$ cat src/rtl/sram_arbiter.sv
// Two-requester single-port SRAM arbiter: IDLE accepts one command, ACCESS drives the SRAM, response pulses the cycle after.
// Define SRAM_ARB_RR_EN for round-robin on simultaneous requests; otherwise A has fixed priority over B.
module sram_arbiter #(
  parameter int ADDR_W = 4,
  parameter int DATA_W = 8
) (
  input  logic              clk,
  input  logic              reset,
  input  logic              a_valid,
  output logic              a_ready,
  input  logic              a_we,
  input  logic [ADDR_W-1:0] a_addr,
  input  logic [DATA_W-1:0] a_wdata,
  output logic              a_rsp_valid,
  output logic [DATA_W-1:0] a_rdata,
  input  logic              b_valid,
  output logic              b_ready,
  input  logic              b_we,
  input  logic [ADDR_W-1:0] b_addr,
  input  logic [DATA_W-1:0] b_wdata,
  output logic              b_rsp_valid,
  output logic [DATA_W-1:0] b_rdata,
  output logic [ADDR_W-1:0] mem_addr,
  output logic [DATA_W-1:0] mem_wdata,
  output logic              mem_we,
  input  logic [DATA_W-1:0] mem_rdata,
  output logic              dbg_state
);

  // Handshake: a command transfers on a rising clk edge where valid && ready;
  // ready is combinational, only high in IDLE, and only for the granted requester.

  typedef enum logic {IDLE = 1'b0, ACCESS = 1'b1} state_t;

  state_t state, state_nxt;
  logic   grant_a, grant_b;
  logic   accept;
  logic   cmd_we;
  logic   cmd_id_b;

`ifdef SRAM_ARB_RR_EN
  logic last_b;

  always_comb begin
    grant_a = 1'b0;
    grant_b = 1'b0;
    if (a_valid && b_valid) begin
      grant_a = last_b;
      grant_b = !last_b;
    end else begin
      grant_a = a_valid;
      grant_b = b_valid;
    end
  end

  always_ff @(posedge clk or posedge reset) begin
    if (reset)       last_b <= 1'b1;
    else if (accept) last_b <= grant_b;
  end
`else
  always_comb begin
    grant_a = a_valid;
    grant_b = b_valid && !a_valid;
  end
`endif

  always_ff @(posedge clk or posedge reset) begin
    if (reset) state <= IDLE;
    else       state <= state_nxt;
  end

  always_comb begin
    state_nxt = state;
    a_ready   = 1'b0;
    b_ready   = 1'b0;
    mem_we    = 1'b0;
    case (state)
      IDLE: begin
        // Gated by reset so nothing is offered while reset is held.
        a_ready = grant_a && !reset;
        b_ready = grant_b && !reset;
        if (a_ready || b_ready) state_nxt = ACCESS;
      end
      ACCESS: begin
        mem_we    = cmd_we;
        state_nxt = IDLE;
      end
      default: state_nxt = IDLE;
    endcase
  end

  assign accept    = a_ready || b_ready;
  assign dbg_state = (state == ACCESS);

  always_ff @(posedge clk or posedge reset) begin
    if (reset) begin
      mem_addr  <= '0;
      mem_wdata <= '0;
      cmd_we    <= 1'b0;
      cmd_id_b  <= 1'b0;
    end else if (accept) begin
      mem_addr  <= b_ready ? b_addr  : a_addr;
      mem_wdata <= b_ready ? b_wdata : a_wdata;
      cmd_we    <= b_ready ? b_we    : a_we;
      cmd_id_b  <= b_ready;
    end
  end

  // Read data is captured on the edge that ends ACCESS; the pulse follows in the same cycle.
  always_ff @(posedge clk or posedge reset) begin
    if (reset) begin
      a_rsp_valid <= 1'b0;
      b_rsp_valid <= 1'b0;
      a_rdata     <= '0;
      b_rdata     <= '0;
    end else begin
      a_rsp_valid <= (state == ACCESS) && !cmd_id_b;
      b_rsp_valid <= (state == ACCESS) &&  cmd_id_b;
      if (state == ACCESS && !cmd_we) begin
        if (cmd_id_b) b_rdata <= mem_rdata;
        else          a_rdata <= mem_rdata;
      end
    end
  end

endmodule

$ cat config.mk
export PLATFORM = sky130hd
export DESIGN_NAME = sram_arbiter
export DESIGN_NICKNAME = d
export VERILOG_FILES = /design/src/rtl/sram_arbiter.sv
export SDC_FILE = /design/constraint.sdc
export NUM_CORES = 1
export LEC_CHECK = 0
export CAP_MARGIN = 20
export CORE_ASPECT_RATIO = 1.25
export CORE_UTILIZATION = 35
export DETAILED_ROUTE_END_ITERATION = 8
export PLACE_DENSITY = 0.73
export SYNTH_ARGS = -nofsm -noshare
export SYNTH_HDL_FRONTEND = slang
export SYNTH_SLANG_ARGS = --single-unit
$ cat constraint.sdc
create_clock -name clk -period 1.7 [get_ports clk]
set_clock_uncertainty 0.05 [all_clocks]
set_input_delay 0.17 -clock clk [delete_from_list [all_inputs] [get_ports clk]]
set_output_delay 0.17 -clock clk [all_outputs]
set_load 0.005 [all_outputs]
# --- Word level (Yosys, flattened, before mapping) ---
# Cells that the tools add are included.
word_totals:
  wordCells: 33
  in_bits: 38
  out_inout_bits: 34
  ff_bits: 33
op_classes:
  bitwise: 2
  muxes: 8
  reduce_logical: 14
op_table:
  columns: ["operator", "count"]
  rows:
  - ["$mux 8", 1]
  - ["$logic_and 1x1->1", 6]
  - ["$mux 1", 5]
  - ["$logic_not 1->1", 4]
  - ["$mux 4", 1]
  - ["$reduce_and 2->1", 2]
  - ["$logic_or 1x1->1", 2]
  - ["$not 1->1", 2]
  - ["$pmux 1 s2", 1]

# --- Logic depth before layout (Yosys ltp) ---
# Gate-level depths: netlist (run 1).
depth:
  depth_word: 6
  ltp_mapped: 5
  ltp_nobuf: 3

# --- Worst setup path after synthesis (run 1) ---
# OpenSTA, ideal clock, no wires.
synth_timing:
  path_type: "flip-flop to flip-flop"
  startpoint: "reg state, in the netlist dbg_state"
  endpoint: "reg mem_addr[3]"
  path_slack_ns: -0.088
  path_buffers: 2
  t_arrival_ns: 1.613
  setup_time_ns: 0.125
  period_less_slack_ns: 1.788
  required_ns: 1.525
  path_stages_with_launch: 6
  cell_sequence: "dfrtp_1 -> or4b_1 -> buf_2 -> buf_6 -> a22o_1 -> mux2_2"
synth_via:
  elab_chain_cells: 2
  word_cells_on_any_way: 4
  cone_classes: "3 x mux; 1 x reduce/logical"
synth_rtl:
  columns: ["element", "line", "rtl"]
  rows:
  - ["from (decl)", "35", "state_t state, state_nxt;"]
  - ["from (signal assigned)", "69", "else state <= state_nxt;"]
  - ["$mux 1", "77", "case (state)"]
  - ["$mux 4 or $logic_or 1x1->1 (tied branches)", "102, 92", null]
  - ["to (signal assigned)", "102", "mem_addr <= b_ready ? b_addr : a_addr;"]
  - ["to (decl)", "23", "output logic [ADDR_W-1:0] mem_addr,"]
# Several ways; a longest one is shown, not always the timed one.
# A chain may end at the register's enable or synchronous reset.

# --- Worst setup path after layout (run 1) ---
layout_timing:
  startpoint: "in a_valid"
  endpoint: "reg mem_wdata[7]"
layout_via:
  elab_chain_cells: 5
  word_cells_on_any_way: 8
  cone_classes: "3 x mux; 5 x reduce/logical"
layout_rtl:
  columns: ["element", "line", "rtl"]
  rows:
  - ["from (decl)", "9", "input logic a_valid,"]
  - ["$logic_not 1->1", "63", "grant_b = b_valid && !a_valid;"]
  - ["$logic_and 1x1->1", "63", null]
  - ["$logic_and 1x1->1", "81", "b_ready = grant_b && !reset;"]
  - ["$mux 1", "77", null]
  - ["$mux 8 or $logic_or 1x1->1 (tied branches)", "103, 92", null]
  - ["to (signal assigned)", "103", "mem_wdata <= b_ready ? b_wdata : a_wdata;"]
  - ["to (decl)", "24", "output logic [DATA_W-1:0] mem_wdata,"]
# Several ways; a longest one is shown, not always the timed one.

==> results of run 1 <==
==> what timing repair did <==
action,in CTS,in global routing
resized for setup,8,2
pin swaps,1,0
endpoints found under the setup margin,15,6
setup buffers,0,0
==> layout by cell type, fill, tap and decap left out <==
cell type        instances
o21ai_1                  1
clkdlybuf4s15_1          1
a22oi_1                  1
nor2_4                   1
nor2b_1                  1
buf_6                    1
buf_4                    6
nor2b_2                  1
mux2_2                  28
clkbuf_8                 5
and3_1                   1
o21ai_0                  1
clkinv_2                 2
clkbuf_1                 1
and2_1                   2
and2_4                   1
inv_1                    5
mux2i_1                  1
dfrtp_1                 33
clkdlybuf4s50_1         68
nand3_1                  1
a22o_1                  12
dlygate4sd2_1            2
or4b_4                   1
==> how the worst max path moves through the flow <==
stage,end,slack (ns)
floorplan,mem_addr[3]$_DFFE_PP0P_,-0.04
global placement,b_ready,-0.29
detailed placement,mem_wdata[3]$_DFFE_PP0P_,-0.37
CTS,b_ready,0.003
global route,mem_wdata[7]$_DFFE_PP0P_,-0.003
finish,mem_wdata[7]$_DFFE_PP0P_,0.02
==> per-stage QoR <==
step           power [uW]  setup WS (ns)  hold WS (ns)  area [um2]
2_1_floorplan        1510        -0.0447         0.249        1380
3_3_place_gp         2150         -0.288         0.417        2180
3_5_place_dp         2190         -0.368         0.427        2180
4_1_cts              2760        0.00295         0.143        2270
5_1_grt              2880       -0.00270         0.212        2280
6_report             2720         0.0201         0.144        2280
==> cell type report <==
class	count	area share, %
Clock buffer	6	3.18
Clock inverter	2	0.439
Inverter	5	0.823
Multi-Input combinational cell	53	22.8
Sequential cell	33	36.2
Tap cell	54	2.96
Timing Repair Buffer	78	33.5
==> registers in the layout (all words and copies together), names as in the netlist <==
name,flops
a_rdata,8
a_rsp_valid,1
b_rdata,8
b_rsp_valid,1
cmd_id_b,1
cmd_we,1
dbg_state,1
mem_addr,4
mem_wdata,8
==> routing by layer <==
metal | part of all wire (%) | track usage [%]
met1 | 37 | 17.0
met2 | 55 | 31.9
met3 | 5.7 | 4.63
met4 | 1.9 | 9.52
met5 | 0 | 0
==> critical path, delay by kind of cell <==
kind / cells / cell delay [ns]
AO/OA/AOI/OAI: 1 / 0.18
buffers and inverters: 2 / 0.62
multiplexers: 1 / 0.26
AND/OR/NAND/NOR: 1 / 0.57
==> report_power, final <==
part	switching (uW)	total [uW]	internal [uW]
registers	126	1170	1050
clock network	270	554	283
logic	266	990	724
==> logic make-up after synthesis <==
logic type	after synthesis	share of synthesized area, %
AOI/OAI and AO/OA	15	8.90
buffers and inverters	10	3.45
DFF	33	59.9
muxes	29	23.6
and+or+nand+nor	9	4.09
==> reports/results.ini, run 1 <==
[synthesis]
synth_edf_count = 0
synth_area_leaders = dfrtp_1 60%, mux2_2 23%, a22o_1 7.6%, and2_1 1.4%, inv_1 1.4%
yosysMostFrequentCell = dfrtp_1
synthCells = 96
postSynthAreaPerCell_um2 = 14.3
ys_ff_latch = 33
synth_nets = 134
synthTopCellsByCount = 33 x dfrtp_1, 28 x mux2_2, 12 x a22o_1
netlist_area_mm2 = 0.00138
ys_async_sr_fraction_pct = 100
synth_top_cell_area_share_pct = 59.9
netlist-cell-type-count = 17
ys_warn_count = 0
ys_seq_area_share_pct = 59.9
yosys.area.top_type = dfrtp_1
yosys_most_used_dff = dfrtp_1

[floorplanning]
core_area_mm2 = 0.00378
io_pins = 72
start_util_pct = 36.4
rows = 25
dieArea_mm2 = 0.00419
die_x_um = 58.1
die_y_um = 72.1

[final_layout]
final_util_pct = 60.2
antennaDiodeCount = 0
layout.nets = 214
drive_above_1_share_pct = 26.0
ff_latch_area_um2 = 826
multi_input_area_um2 = 520
final_cells = 231
area_delta_synth_final_pct = 65.5
fillers = 332

[cts]
cts-hold-fix-buffers = 0
cts-root-buf = clkbuf_8
cts_buffers = 5
cts_max_level = 2
clk_path_buf_depth = 2
clkTransAtPathRegs_ns = 0.07
clk_latency_ns = 0.28
cts_tree = yes
clock-sinks = 33

[sta]
hold_viol = 0
final.setup.tns_ns = 0
max_freq_mhz = 595
final_max_slew_viol_count = 0
rsz0062_at_grt = yes
fin_crit_sh_pct = 98.8
setup_viol = 0
min_period_ns = 1.68
max-slew-margin-rel_pct = 63.5
tightest_slew_ns = 0.545

[place]
dp.cells = 223
place_congestion = 0.676
dp_hpwl_um = 2450
io_buffers = 71

[hold_path]
hp-class = primary input to asynchronous set/reset pin

[grt]
antenna_found_initial = 0
grt_use_total_pct = 17.2
grt_pass1_vias = 1193
grt_pass1_wl_um = 5290
grt_max_degree = 34
grt_remaining_overflow = 0

[worst_setup_path]
max_stage_delay_ns = 0.57
required_ns = 1.82
startpoint = a_valid
crit_slowest_cell = or4b_4
crit_fanout = 6
critPathLaunchType = primary input
r2r-start = dbg_state$_DFF_PP0_
critPathArrivalTime_ns = 1.80
r2r_slack_ns = 0.03
end_kind = flop
critPathKind = primary input to flop
reg2reg_to = mem_wdata[7]$_DFFE_PP0P_
r2r_cells = 4
crit_chain = clkdlybuf4s50_1 -> or4b_4 -> buf_4 -> a22o_1 -> mux2_2

[route]
avgViaCountPerCell = 4.66
vias = 1077
drc = 0
dr.pass1.iters = 4
wl_per_cell_um = 14.3
ant_nets = 0
wirelength_um = 3310
drt_iter0_markers = 9

[pwr]
p_per_area_mw_per_mm2 = 1190
ir_drop_v = 0.000559
leakage_uw = 0.00100

[outcome]
status = finished clean

[flow_run]
drv_cap = 0

Note: power is estimated with default switching activity, not from simulation.
==> run 2, diff against run 1 <==
- GPL_TIMING_DRIVEN: default -> 0
==> reports/results.ini, run 2 (synthesized netlist as in run 1, its figures left out) <==
[cts]
cts_buffers = 5  ; unchanged
cts_max_level = 2  ; unchanged
clk_latency_ns = 0.29  ; about the same
clkTransAtPathRegs_ns = 0.06  ; about the same
clk_path_buf_depth = 2  ; unchanged
cts_tree = yes
clock-sinks = 33  ; unchanged
cts-hold-fix-buffers = 0  ; unchanged
cts-root-buf = clkbuf_8

[grt]
busiest_layer = met2
grt_remaining_overflow = 0  ; unchanged
use_met3_pct = 5.70  ; +1.1 points
grt_use_total_pct = 17.9  ; +0.69 points
grt_pass1_wl_um = 5460  ; +3.3%
grt_max_degree = 22  ; -35%
antenna_found_initial = 0  ; unchanged
met2_usage_pct = 32.7  ; +0.77 points
grt_use_met1_pct = 18.1  ; +1.1 points
grt_pass1_vias = 1202  ; +0.75%

[worst_setup_path]
end_kind = flop
max_stage_delay_ns = 0.51  ; -0.06 ns
critPathTopFamily = simple AND/OR/NAND/NOR gates
critPathArrivalTime_ns = 1.89  ; +0.09 ns
crit_chain = or4b_4 -> buf_6 -> buf_8 -> a22o_1 -> mux2_2
r2r_cells = 5  ; +1
crit_slowest_cell = or4b_4
crit_end = mem_wdata[1]$_DFFE_PP0P_
reg2reg_to = mem_wdata[1]$_DFFE_PP0P_
crit_fanout = 8  ; +2
cp_num_cells = 5  ; unchanged
crit_buf_inv = 2  ; unchanged
required_ns = 1.82  ; about the same
critPathLaunchType = flop
critPathKind = flop to flop
startpoint = dbg_state$_DFF_PP0_
r2r-start = dbg_state$_DFF_PP0_
r2r_slack_ns = -0.07  ; -0.10 ns

[route]
wirelength_um = 3390  ; +2.7%
ant_nets = 0  ; unchanged
drc = 0  ; unchanged
dr.pass1.iters = 4  ; unchanged
wl_per_cell_um = 14.5  ; +1.4%
avgViaCountPerCell = 4.68  ; +0.46%
vias = 1096  ; +1.8%
drt_iter0_markers = 18  ; +9

[final_layout]
drive_above_1_share_pct = 26.1  ; +0.12 points
layout.nets = 217  ; +1.4%
final_util_pct = 61.5  ; +1.3 points
antennaDiodeCount = 0  ; unchanged
multi_input_area_um2 = 513  ; -1.4%
ff_latch_area_um2 = 826  ; unchanged
fillers = 331  ; -0.30%
final_cell_mix = 68 x clkdlybuf4s50_1, 33 x dfrtp_1, 28 x mux2_2
final_common_cell = clkdlybuf4s50_1
reg.largest.list = a_rdata: 8 flops, b_rdata: 8 flops, mem_wdata: 8 flops
area_delta_synth_final_pct = 69.0

[sta]
rsz0062_at_grt = yes
min_period_ns = 1.77  ; +0.0894 ns
setup_viol = 7  ; +7
hold_viol = 0  ; unchanged
tightest_slew_ns = 0.582  ; +0.0374 ns
final_max_slew_viol_count = 0  ; unchanged
max_freq_mhz = 565  ; -5.1%
max-slew-margin-rel_pct = 61.1  ; -2.4 points
fin_ws_ns = -0.0693  ; -0.0894 ns
fin_crit_sh_pct = 104  ; +5.3 points
final.setup.tns_ns = -0.386  ; -0.386 ns

[place]
io_buffers = 71  ; unchanged
place_congestion = 0.700  ; +3.6%
dp_hpwl_um = 2600  ; +6.0%

[outcome]
status = complete, but fails checks
violations = negative setup slack

[flow_run]
drv_cap = 0  ; unchanged

[floorplanning]
io_pins = 72  ; unchanged
die_y_um = 72.1  ; unchanged
core_area_mm2 = 0.00378  ; unchanged
rows = 25  ; unchanged
dieArea_mm2 = 0.00419  ; unchanged
start_util_pct = 36.4  ; unchanged
die_x_um = 58.1  ; unchanged

[pwr]
leakage_uw = 0.00103  ; +2.4%
ir_drop_v = 0.000563  ; +0.79%
p_per_area_mw_per_mm2 = 1210  ; +1.9%

[hold_path]
hp-class = primary input to asynchronous set/reset pin

==> run 2: how the worst min path moves through the flow <==
stage / to / slack (ns)
final: a_rsp_valid$_DFF_PP0_ / 0.26
after global routing: a_rsp_valid$_DFF_PP0_ / 0.32
after CTS: a_rsp_valid$_DFF_PP0_ / 0.28
after detailed placement: a_rsp_valid$_DFF_PP0_ / 0.44
after global placement: a_rsp_valid$_DFF_PP0_ / 0.41
after floorplan: a_rdata[0]$_DFFE_PP0P_ / 0.25
==> run 2: metrics by stage <==
stage	area, um2	power, uW	hold WS, ns	setup WS (ns)	cells
floorplan	1380	1510	0.249	-0.0447	96
global placement	2160	2150	0.412	-0.499	221
detailed placement	2190	2210	0.437	-0.519	222
CTS	2310	2860	0.278	-0.0901	233
global route	2330	2990	0.316	-0.0983	234
finish	2330	2830	0.259	-0.0693	234
==> run 2: timing repair <==
item | CTS | global route
hold endpoints to repair | 0 | 0
buffers inserted | 4 | 1
setup endpoints to repair | 14 | 13
gates resized for setup | 8 | 4
pin swaps | 1 | 1
==> run 2: final cells by class <==
type                            instances  area share (%)
Multi-Input combinational cell         53            22.0
Sequential cell                        33            35.5
Buffer                                  4            1.13
Clock buffer                            7            4.14
Tap cell                               54            2.90
Clock inverter                          1           0.215
Timing Repair Buffer                   77            33.3
Inverter                                5           0.806
==> run 2: power breakdown <==
part           switching [uW]  internal, uW  total, uW
logic                     274           730       1000
registers                 133          1050       1180
clock network             277           365        643
total                     684          2140       2830
==> run 2: metal layers <==
metal	vias to the layer above	share of wire, %
met5	-	0
met4	0	2.1
met3	7	5.5
met2	48	56
met1	533	37
li1	508	-
